File: config.mk
export PLATFORM = sky130hd
export DESIGN_NAME = mem_access_ctrl_flat
export DESIGN_NICKNAME = d
export VERILOG_FILES = /design/src/rtl/mem_access_ctrl_if.sv /design/src/rtl/mem_access_ctrl.sv /design/src/flat_wrapper.sv
export SDC_FILE = /design/constraint.sdc
export NUM_CORES = 1
export LEC_CHECK = 0
export ABC_AREA = 1
export BUFFER_PORTS_ARGS = -buffer_cell sky130_fd_sc_hd__clkbuf_2
export CAP_MARGIN = 20
export CORE_ASPECT_RATIO = 2
export CORE_MARGIN = 2
export CORE_UTILIZATION = 36
export CTS_CLUSTER_DIAMETER = 100
export DETAILED_ROUTE_END_ITERATION = 6
export PLACE_DENSITY = 0.6
export SYNTH_ARGS = -nofsm -noshare
export SYNTH_HDL_FRONTEND = slang
export SYNTH_SLANG_ARGS = --single-unit
File: constraint.sdc
create_clock -name clk -period 3.8 [get_ports clk]
set_input_delay 0 -clock clk [delete_from_list [all_inputs] [get_ports clk]]
set_output_delay 0 -clock clk [all_outputs]
set_load 0.05 [all_outputs]
File: src/rtl/mem_access_ctrl_if.sv
// mem_access_ctrl_if: write stream, two read requesters and the 1024x8 memory command bus.
interface mem_access_ctrl_if #(parameter int DW = 8, parameter int AW = 10);
  logic          wr_valid;
  logic [DW-1:0] wr_data;
  logic          wr_ready;
  logic          rd_req_a;
  logic          rd_req_b;
  logic          rd_ack_a;
  logic          rd_ack_b;
  logic [DW-1:0] validdata;
  logic          iWriteEnable;
  logic [AW-1:0] iAddress;
  logic [AW-1:0] iReadAddress;
  logic          Readtoa;
  logic          Readtob;
  logic [AW:0]   count;
  logic          full;
  logic          empty;
  logic          ovf_err;
  modport slave (
    input  wr_valid, wr_data, rd_req_a, rd_req_b,
    output wr_ready, rd_ack_a, rd_ack_b, validdata, iWriteEnable, iAddress, iReadAddress,
           Readtoa, Readtob, count, full, empty, ovf_err
  );
  modport master (
    output wr_valid, wr_data, rd_req_a, rd_req_b,
    input  wr_ready, rd_ack_a, rd_ack_b, validdata, iWriteEnable, iAddress, iReadAddress,
           Readtoa, Readtob, count, full, empty, ovf_err
  );
endinterface

File: src/rtl/mem_access_ctrl.sv
// mem_access_ctrl: circular-FIFO command arbiter for the 1024x8 memory; MEM_CTRL_OVF_DETECT_EN adds sticky ovf_err.
module mem_access_ctrl #(
  parameter int DW    = 8,
  parameter int AW    = 10,
  parameter int DEPTH = 1024
) (
  input logic clk,
  input logic rst_n,
  mem_access_ctrl_if.slave bus
);
  typedef enum logic [1:0] {IDLE, WR, RD} op_t;
  localparam logic [AW:0] FULL_CNT = (AW+1)'(DEPTH);
  op_t           op, last_op;
  logic          last_rd, sel_b, rd_pend, wr_pend;
  logic [AW-1:0] wr_ptr, rd_ptr;
  logic [AW:0]   cnt;
  // when both sides are eligible, alternate strictly; last_rd=1 means B was served last
  always_comb begin
    rd_pend = (bus.rd_req_a | bus.rd_req_b) & (cnt != '0);
    wr_pend = bus.wr_valid & (cnt != FULL_CNT);
    op = (wr_pend & rd_pend) ? ((last_op == RD) ? WR : RD) : wr_pend ? WR : rd_pend ? RD : IDLE;
    sel_b = (bus.rd_req_a & bus.rd_req_b) ? !last_rd : bus.rd_req_b;
  end
  assign bus.count    = cnt;
  assign bus.full     = cnt == FULL_CNT;
  assign bus.empty    = cnt == '0;
  assign bus.wr_ready = !bus.full & (!rd_pend | last_op == RD);
  assign bus.rd_ack_a = (op == RD) & !sel_b;
  assign bus.rd_ack_b = (op == RD) & sel_b;
  always_ff @(posedge clk or negedge rst_n) begin
    if (!rst_n) begin
      wr_ptr           <= '0;
      rd_ptr           <= '0;
      cnt              <= '0;
      last_op          <= RD;
      last_rd          <= 1'b1;
      bus.validdata    <= '0;
      bus.iAddress     <= '0;
      bus.iReadAddress <= '0;
      bus.iWriteEnable <= 1'b0;
      bus.Readtoa      <= 1'b0;
      bus.Readtob      <= 1'b0;
    end else begin
      bus.iWriteEnable <= op == WR;
      bus.Readtoa      <= bus.rd_ack_a;
      bus.Readtob      <= bus.rd_ack_b;
      if (op == WR) begin
        bus.validdata <= bus.wr_data;
        bus.iAddress  <= wr_ptr;
        wr_ptr        <= wr_ptr + 1'b1;
        cnt           <= cnt + 1'b1;
        last_op       <= WR;
      end else if (op == RD) begin
        bus.iReadAddress <= rd_ptr;
        rd_ptr           <= rd_ptr + 1'b1;
        cnt              <= cnt - 1'b1;
        last_op          <= RD;
        last_rd          <= sel_b;
      end
    end
  end
`ifdef MEM_CTRL_OVF_DETECT_EN
  always_ff @(posedge clk or negedge rst_n) begin
    if (!rst_n) bus.ovf_err <= 1'b0;
    else if (bus.wr_valid & bus.full) bus.ovf_err <= 1'b1;
  end
`else
  assign bus.ovf_err = 1'b0;
`endif
endmodule

File: src/flat_wrapper.sv
// flat-port wrapper written by rule: the top's interface ports become plain ports
module mem_access_ctrl_flat 
#(
  parameter int DW    = 8,
  parameter int AW    = 10,
  parameter int DEPTH = 1024
)
  (clk, rst_n, bus_wr_valid, bus_wr_data, bus_rd_req_a, bus_rd_req_b, bus_wr_ready, bus_rd_ack_a, bus_rd_ack_b, bus_validdata, bus_iWriteEnable, bus_iAddress, bus_iReadAddress, bus_Readtoa, bus_Readtob, bus_count, bus_full, bus_empty, bus_ovf_err);
  mem_access_ctrl_if #(.DW(DW), .AW(AW)) bus_i ();
  input logic clk;
  input logic rst_n;
  input wire logic [$bits(bus_i.wr_valid)-1:0] bus_wr_valid;
  input wire logic [$bits(bus_i.wr_data)-1:0] bus_wr_data;
  input wire logic [$bits(bus_i.rd_req_a)-1:0] bus_rd_req_a;
  input wire logic [$bits(bus_i.rd_req_b)-1:0] bus_rd_req_b;
  output wire logic [$bits(bus_i.wr_ready)-1:0] bus_wr_ready;
  output wire logic [$bits(bus_i.rd_ack_a)-1:0] bus_rd_ack_a;
  output wire logic [$bits(bus_i.rd_ack_b)-1:0] bus_rd_ack_b;
  output wire logic [$bits(bus_i.validdata)-1:0] bus_validdata;
  output wire logic [$bits(bus_i.iWriteEnable)-1:0] bus_iWriteEnable;
  output wire logic [$bits(bus_i.iAddress)-1:0] bus_iAddress;
  output wire logic [$bits(bus_i.iReadAddress)-1:0] bus_iReadAddress;
  output wire logic [$bits(bus_i.Readtoa)-1:0] bus_Readtoa;
  output wire logic [$bits(bus_i.Readtob)-1:0] bus_Readtob;
  output wire logic [$bits(bus_i.count)-1:0] bus_count;
  output wire logic [$bits(bus_i.full)-1:0] bus_full;
  output wire logic [$bits(bus_i.empty)-1:0] bus_empty;
  output wire logic [$bits(bus_i.ovf_err)-1:0] bus_ovf_err;
  assign bus_i.wr_valid = bus_wr_valid;
  assign bus_i.wr_data = bus_wr_data;
  assign bus_i.rd_req_a = bus_rd_req_a;
  assign bus_i.rd_req_b = bus_rd_req_b;
  assign bus_wr_ready = bus_i.wr_ready;
  assign bus_rd_ack_a = bus_i.rd_ack_a;
  assign bus_rd_ack_b = bus_i.rd_ack_b;
  assign bus_validdata = bus_i.validdata;
  assign bus_iWriteEnable = bus_i.iWriteEnable;
  assign bus_iAddress = bus_i.iAddress;
  assign bus_iReadAddress = bus_i.iReadAddress;
  assign bus_Readtoa = bus_i.Readtoa;
  assign bus_Readtob = bus_i.Readtob;
  assign bus_count = bus_i.count;
  assign bus_full = bus_i.full;
  assign bus_empty = bus_i.empty;
  assign bus_ovf_err = bus_i.ovf_err;
  mem_access_ctrl #(.DW(DW), .AW(AW), .DEPTH(DEPTH)) u_core (.clk(clk), .rst_n(rst_n), .bus(bus_i));
endmodule
After elaboration in Yosys (flattened, before gate mapping)
Index checks and enable logic that the tools add are counted.
Widths: inputs -> output; s select.

storage, ports and cells
  logic and storage cells = 47
  output and inout port bits = 48
  register bits = 65
  bits of input ports = 13

operators by class
  multiplexer cells = 9
  eq/ne operators = 5
  bitwise logic cells = 10
  reductions and logical operators = 8
  $add $sub $neg = 4

operators by type and width
  cell                   number
  $mux 11                2
  $add 10x1->10 const B  2
  $mux 2                 6
  $add 11x1->11 const B  1
  $eq 11x11->1 const B   1
  $logic_not 11->1       1
  $ne 11x11->1 const B   1
  $reduce_bool 11->1     1
  $sub 11x1->11 const B  1
  $and 1x1->1            7
  $eq 2x2->1 const B     2
  $logic_not 1->1        4
  $eq 2x1->1 const B     1
  $or 1x1->1             2
  $reduce_and 2->1       1
  $reduce_bool 2->1      1
  $mux 1                 1
  $not 1->1              1

Logic depth before layout (Yosys ltp)
  depth in word-level cells = 8
  depth in mapped cells = 21
  mapped depth without buffers = 20

Worst setup path after synthesis
No wires, ideal clock.

  kind = register to register
  from = register u_core.cnt[0] (netlist: u_core.bus.count[0])
  to = register u_core.cnt[10] (netlist: u_core.bus.count[10])
  path slack = 1091 ps
  cell stages (with the launch flop) = 22
  clock period less this slack = 2709 ps
  data arrival time = 2590 ps
  data required time = 3680 ps
  buffers on the path = 1
  setup time = 120 ps
  cells stage by stage = dfrtp_1 > nor2_1 > nand2_1 > nor2_2 > nand2_1 > nand2_2 > inv_2 > nand2_4 > buf_2 > ha_1 > nand2_1 > inv_1 > nand2_1 > nand2_1 > nand2_1 > nand2_1 > nor2_1 > inv_1 > nand2_1 > nand2_1 > nand2_1 > nand2_1

between the ends
  cells in the longest elaborated chain, start to end = 7
  elaborated cells between the ends (all ways) = 15
  classes of those cells = add/sub (2); eq/ne (3); mux (5); bitwise (3); reduce/logical (2)

ends and longest elaborated chain
  element                                              line                                          text
  from (decl)                                          mem_access_ctrl.sv:16                         logic [AW:0] cnt;
  from (signal assigned)                               mem_access_ctrl.sv:51                         cnt <= cnt + 1'b1;
  from (signal assigned)                               mem_access_ctrl.sv:56                         cnt <= cnt - 1'b1;
  $reduce_bool 11->1                                   mem_access_ctrl.sv:19                         rd_pend = (bus.rd_req_a | bus.rd_req_b) & (cnt != '0);
  $and 1x1->1                                          mem_access_ctrl.sv:19
  $mux 2 (3 in series)                                 mem_access_ctrl.sv:21                         op = (wr_pend & rd_pend) ? ((last_op == RD) ? WR : RD) : wr_pend ? WR : rd_pend ? RD : IDLE;
  $eq 2x1->1 / $eq 2x2->1 (equally long branches)      mem_access_ctrl.sv:47, mem_access_ctrl.sv:53
  $mux 11 / $reduce_bool 2->1 (equally long branches)  --

Parallel ways exist; a longest one is shown, timed or not. The select of a mux whose other input is x is not followed.
A chain may end at the register's enable or synchronous reset.

Final worst setup path
  from = register u_core.cnt[0] (netlist: u_core.bus.count[0])
  to = register u_core.cnt[5] (netlist: u_core.bus.count[5])

Same word-level chain as after synthesis.

==> flow_summary.yaml <==
power:
  powerDensity_nw_per_um2: 1050
  p_seq_share_pct: 28.5
  sw_frac_of_total_pct: 49.2
  power_leakage_nw: 2.16
  peakVddDrop_mv: 0.457
  p_sw_w: 0.00216
  cell_internal_pwr_w: 0.00223
  pwr-share-comb_pct: 51.4
  power_frac_clock_pct: 20.2
cells_and_area:
  finish.net_count: 501
  fillers: 947
  area_delta_synth_final_pct: 23.1
  multi_input_area_um2: 1510
  register_area_um2: 1630
  n_antenna_cell: 0
  drive_gt1_share_pct: 21.7
route:
  drt_wl_total_um: 7650
  drtIter0Drc: 149
  drc: 0
  viasPerCell: 4.79
  wire_per_inst_um: 13.1
  drtPass1Iterations: 4
  vias: 2799
  postRouteAntennaNets: 0
timing:
  worst_slew_pin_slew_ns: 0.569
  min_period_ns: 2.82
  slew_viol_final: 0
  hold_viol_final: 0
  setup_viol_count_final: 0
  setup_ws_ns: 0.979
  post-route-period-util_pct: 74.2
  rsz0062_at_grt: "false"
  max_freq_mhz: 354
  max_slew_margin_pct: 62.1
  clock_skew_ns: 0.00421
  tns_ns: 0
clock_tree:
  numCtsBuffers: 9
  tritoncts: "yes"
  cts_buffer_depth: 2
  clock-sinks: 65
  holdBufCountCts: 12
  root_buffer: "clkbuf_16"
  cts-resized-gates: 0
  clock_latency_ns: 0.33
  post-cts-setup-buffers: 0
  cts-htree-levels: 3
  clkTransAtPathRegs_ns: 0.05
grt:
  grt-ovfl-total: 0
  antenna_found_initial: 0
  grt_pass1_wl_um: 12800
  grt_pass1_vias: 2814
  grt_usage_pct: 16.1
  grt_max_degree: 45
setup_path:
  worstSetupEndpoint: "u_core.bus.count[5]"
  critPathLaunch: "u_core.bus.count[0]"
  crit_chain: "nor2_1, nand2_1, nor2_2, nand2_1, nand2_2, inv_2, nand2_4, ha_1, a21oi_1, nand2_1, a21oi_1, xor2_1, o21ai_0"
  worstPathRequired_ns: 4.00
  r2r_slack_ns: 0.98
  crit_arrival_ns: 3.02
  reg2reg_depth: 13
  path_max_fanout: 44
  reg2reg_from: "u_core.bus.count[0]"
  critPathSlowestCell: "dfrtp_1"
  crit_path_frequent_cell: "nand2_1"
  worstSetupPathType: "reg -> reg"
  r2r_end: "u_core.bus.count[5]"
  critPathLaunchType: "flip-flop"
  crit_path_max_incr_delay_ns: 0.46
  worst_setup_path_end_kind: "flip-flop"
run:
  drv_cap: 0
yosys:
  ys_seq_area_share_pct: 47.9
  synthCells: 402
  ys_seq_elements: 65
  synth.distinct_cells: 33
  synth_area_um2: 3400
  avgSynthCellArea_um2: 8.46
  syn-num-nets: 428
  synth_warnings: 0
placement:
  dpl.hpwl_um: 5540
  pre_cts_ws_ns: 0.958
  numPortBuffers: 59
  gp_congestion: 0.864
die:
  die_w_um: 72.7
  die_h_um: 141
  io_pins: 61
  core_um2: 9260
  rows: 50
  die_area_um2: 10300
  initial_core_util_pct: 36.7
min_path:
  hold_class: "in -> reg"
  hold_depth: 4
status:
  status: "finished clean"
[state kept, by name, summed over array words and instances, names as in the netlist]
register / flops
u_core.bus.validdata: 8
u_core.rd_ptr: 10
u_core.bus.iReadAddress: 10
u_core.wr_ptr: 10
u_core.last_rd: 1
u_core.last_op: 2
u_core.bus.count: 11
u_core.bus.Readtoa: 1
u_core.bus.Readtob: 1
u_core.bus.iWriteEnable: 1
u_core.bus.iAddress: 10
[power groups by stage]
| stage | combinational, W | sequential (W) | clock (W) |
|---|---|---|---|
| floorplan | 0.00112 | 0.00191 | 0 |
| global placement | 0.00223 | 0.00124 | 0 |
| detailed placement | 0.00226 | 0.00126 | 0 |
| CTS | 0.00228 | 0.00125 | 0.000910 |
| global route | 0.00249 | 0.00129 | 0.000941 |
| finish | 0.00225 | 0.00125 | 0.000886 |
[routing by layer]
layer  GRT usage, %  part of all wire [%]
met1           17.3                    40
met4           8.67                   2.6
met2           28.3                    54
met3           3.84                   3.2
met5              0                     0
[per-stage QoR]
step | area, µm² | power, W | cells | util (%) | hold slack, ns
5_1_grt | 4190 | 0.00472 | 584 | 45.2 | 0.0771
3_5_place_dp | 3740 | 0.00352 | 556 | 40.4 | 0.0310
6_report | 4190 | 0.00439 | 584 | 45.2 | 0.0374
4_1_cts | 4190 | 0.00444 | 584 | 45.2 | 0.0272
3_3_place_gp | 3740 | 0.00348 | 556 | 40.4 | 0.0262
2_1_floorplan | 3400 | 0.00302 | 402 | - | -0.296
[synthesized netlist by cell type, drive strengths merged]
library cell,instances,area [µm²]
fa,1,20.0
and2,2,12.5
nand2,135,537
nor4,2,12.5
a21boi,1,7.51
xor2,13,129
ha,12,150
nor3,6,30.0
xnor2,6,52.6
o21bai,1,7.51
buf,10,88.8
o21ai,40,238
a21oi,10,50.1
dfstp,2,52.6
nand3,20,113
inv,45,169
or2,2,12.5
nor2,28,125
conb,1,3.75
nand4,2,12.5
dfrtp,63,1580
[cells by family (layout without fill, tap and decap cells)]
family / count (synthesis) / after routing / share of synthesized area [%]
simple gates: 197 / 197 / 25.1
flops: 65 / 65 / 47.9
fa+ha+maj: 13 / 13 / 5.01
xor+xnor: 19 / 19 / 5.34
compound gates: 52 / 52 / 8.91
buf+inv: 55 / 133 / 7.58
other cells: 1 / 1 / 0.110
[critical path, delay by kind of cell (launching register included)]
kind	cells	cell delay [ns]
adder cells (fa/ha/maj)	1	0.40
XOR/XNOR	1	0.14
AND/OR/NAND/NOR	7	1.13
buffers and inverters	1	0.06
AO/OA/AOI/OAI	3	0.49
flip-flops	1	0.46
[cells in the final DEF, fill, tap and decap left out, types with 11 or more instances in the layout]
cell type | Yosys | routed
xor2_1 | 11 | 11
o21ai_0 | 25 | 25
clkbuf_2 | 0 | 58
ha_1 | 12 | 12
inv_1 | 42 | 42
nor2_1 | 24 | 24
dfrtp_1 | 63 | 63
nand2_1 | 129 | 129
nand3_1 | 19 | 19
dlygate4sd3_1 | 0 | 12
[cell type report]
type,count,share of cell area (%)
Sequential cell,65,38.9
Multi-Input combinational cell,282,36.1
Timing Repair Buffer,72,10.1
Clock buffer,11,5.80
Inverter,45,4.04
Tap cell,104,3.11
Clock inverter,5,1.88
[how the worst min path moves through the flow]
| stage | end | slack (ns) | startpoint |
|---|---|---|---|
| 2_1_floorplan | u_core.bus.Readtoa | -0.30 | rst_n |
| 3_3_place_gp | u_core.bus.validdata[1] | 0.03 | rst_n |
| 3_5_place_dp | u_core.bus.validdata[1] | 0.03 | rst_n |
| 4_1_cts | u_core.last_op[1] | 0.03 | bus_wr_valid |
| 5_1_grt | u_core.last_op[1] | 0.08 | bus_wr_valid |
| 6_report | u_core.last_op[1] | 0.04 | bus_wr_valid |
(Power assumes the default switching activity.)
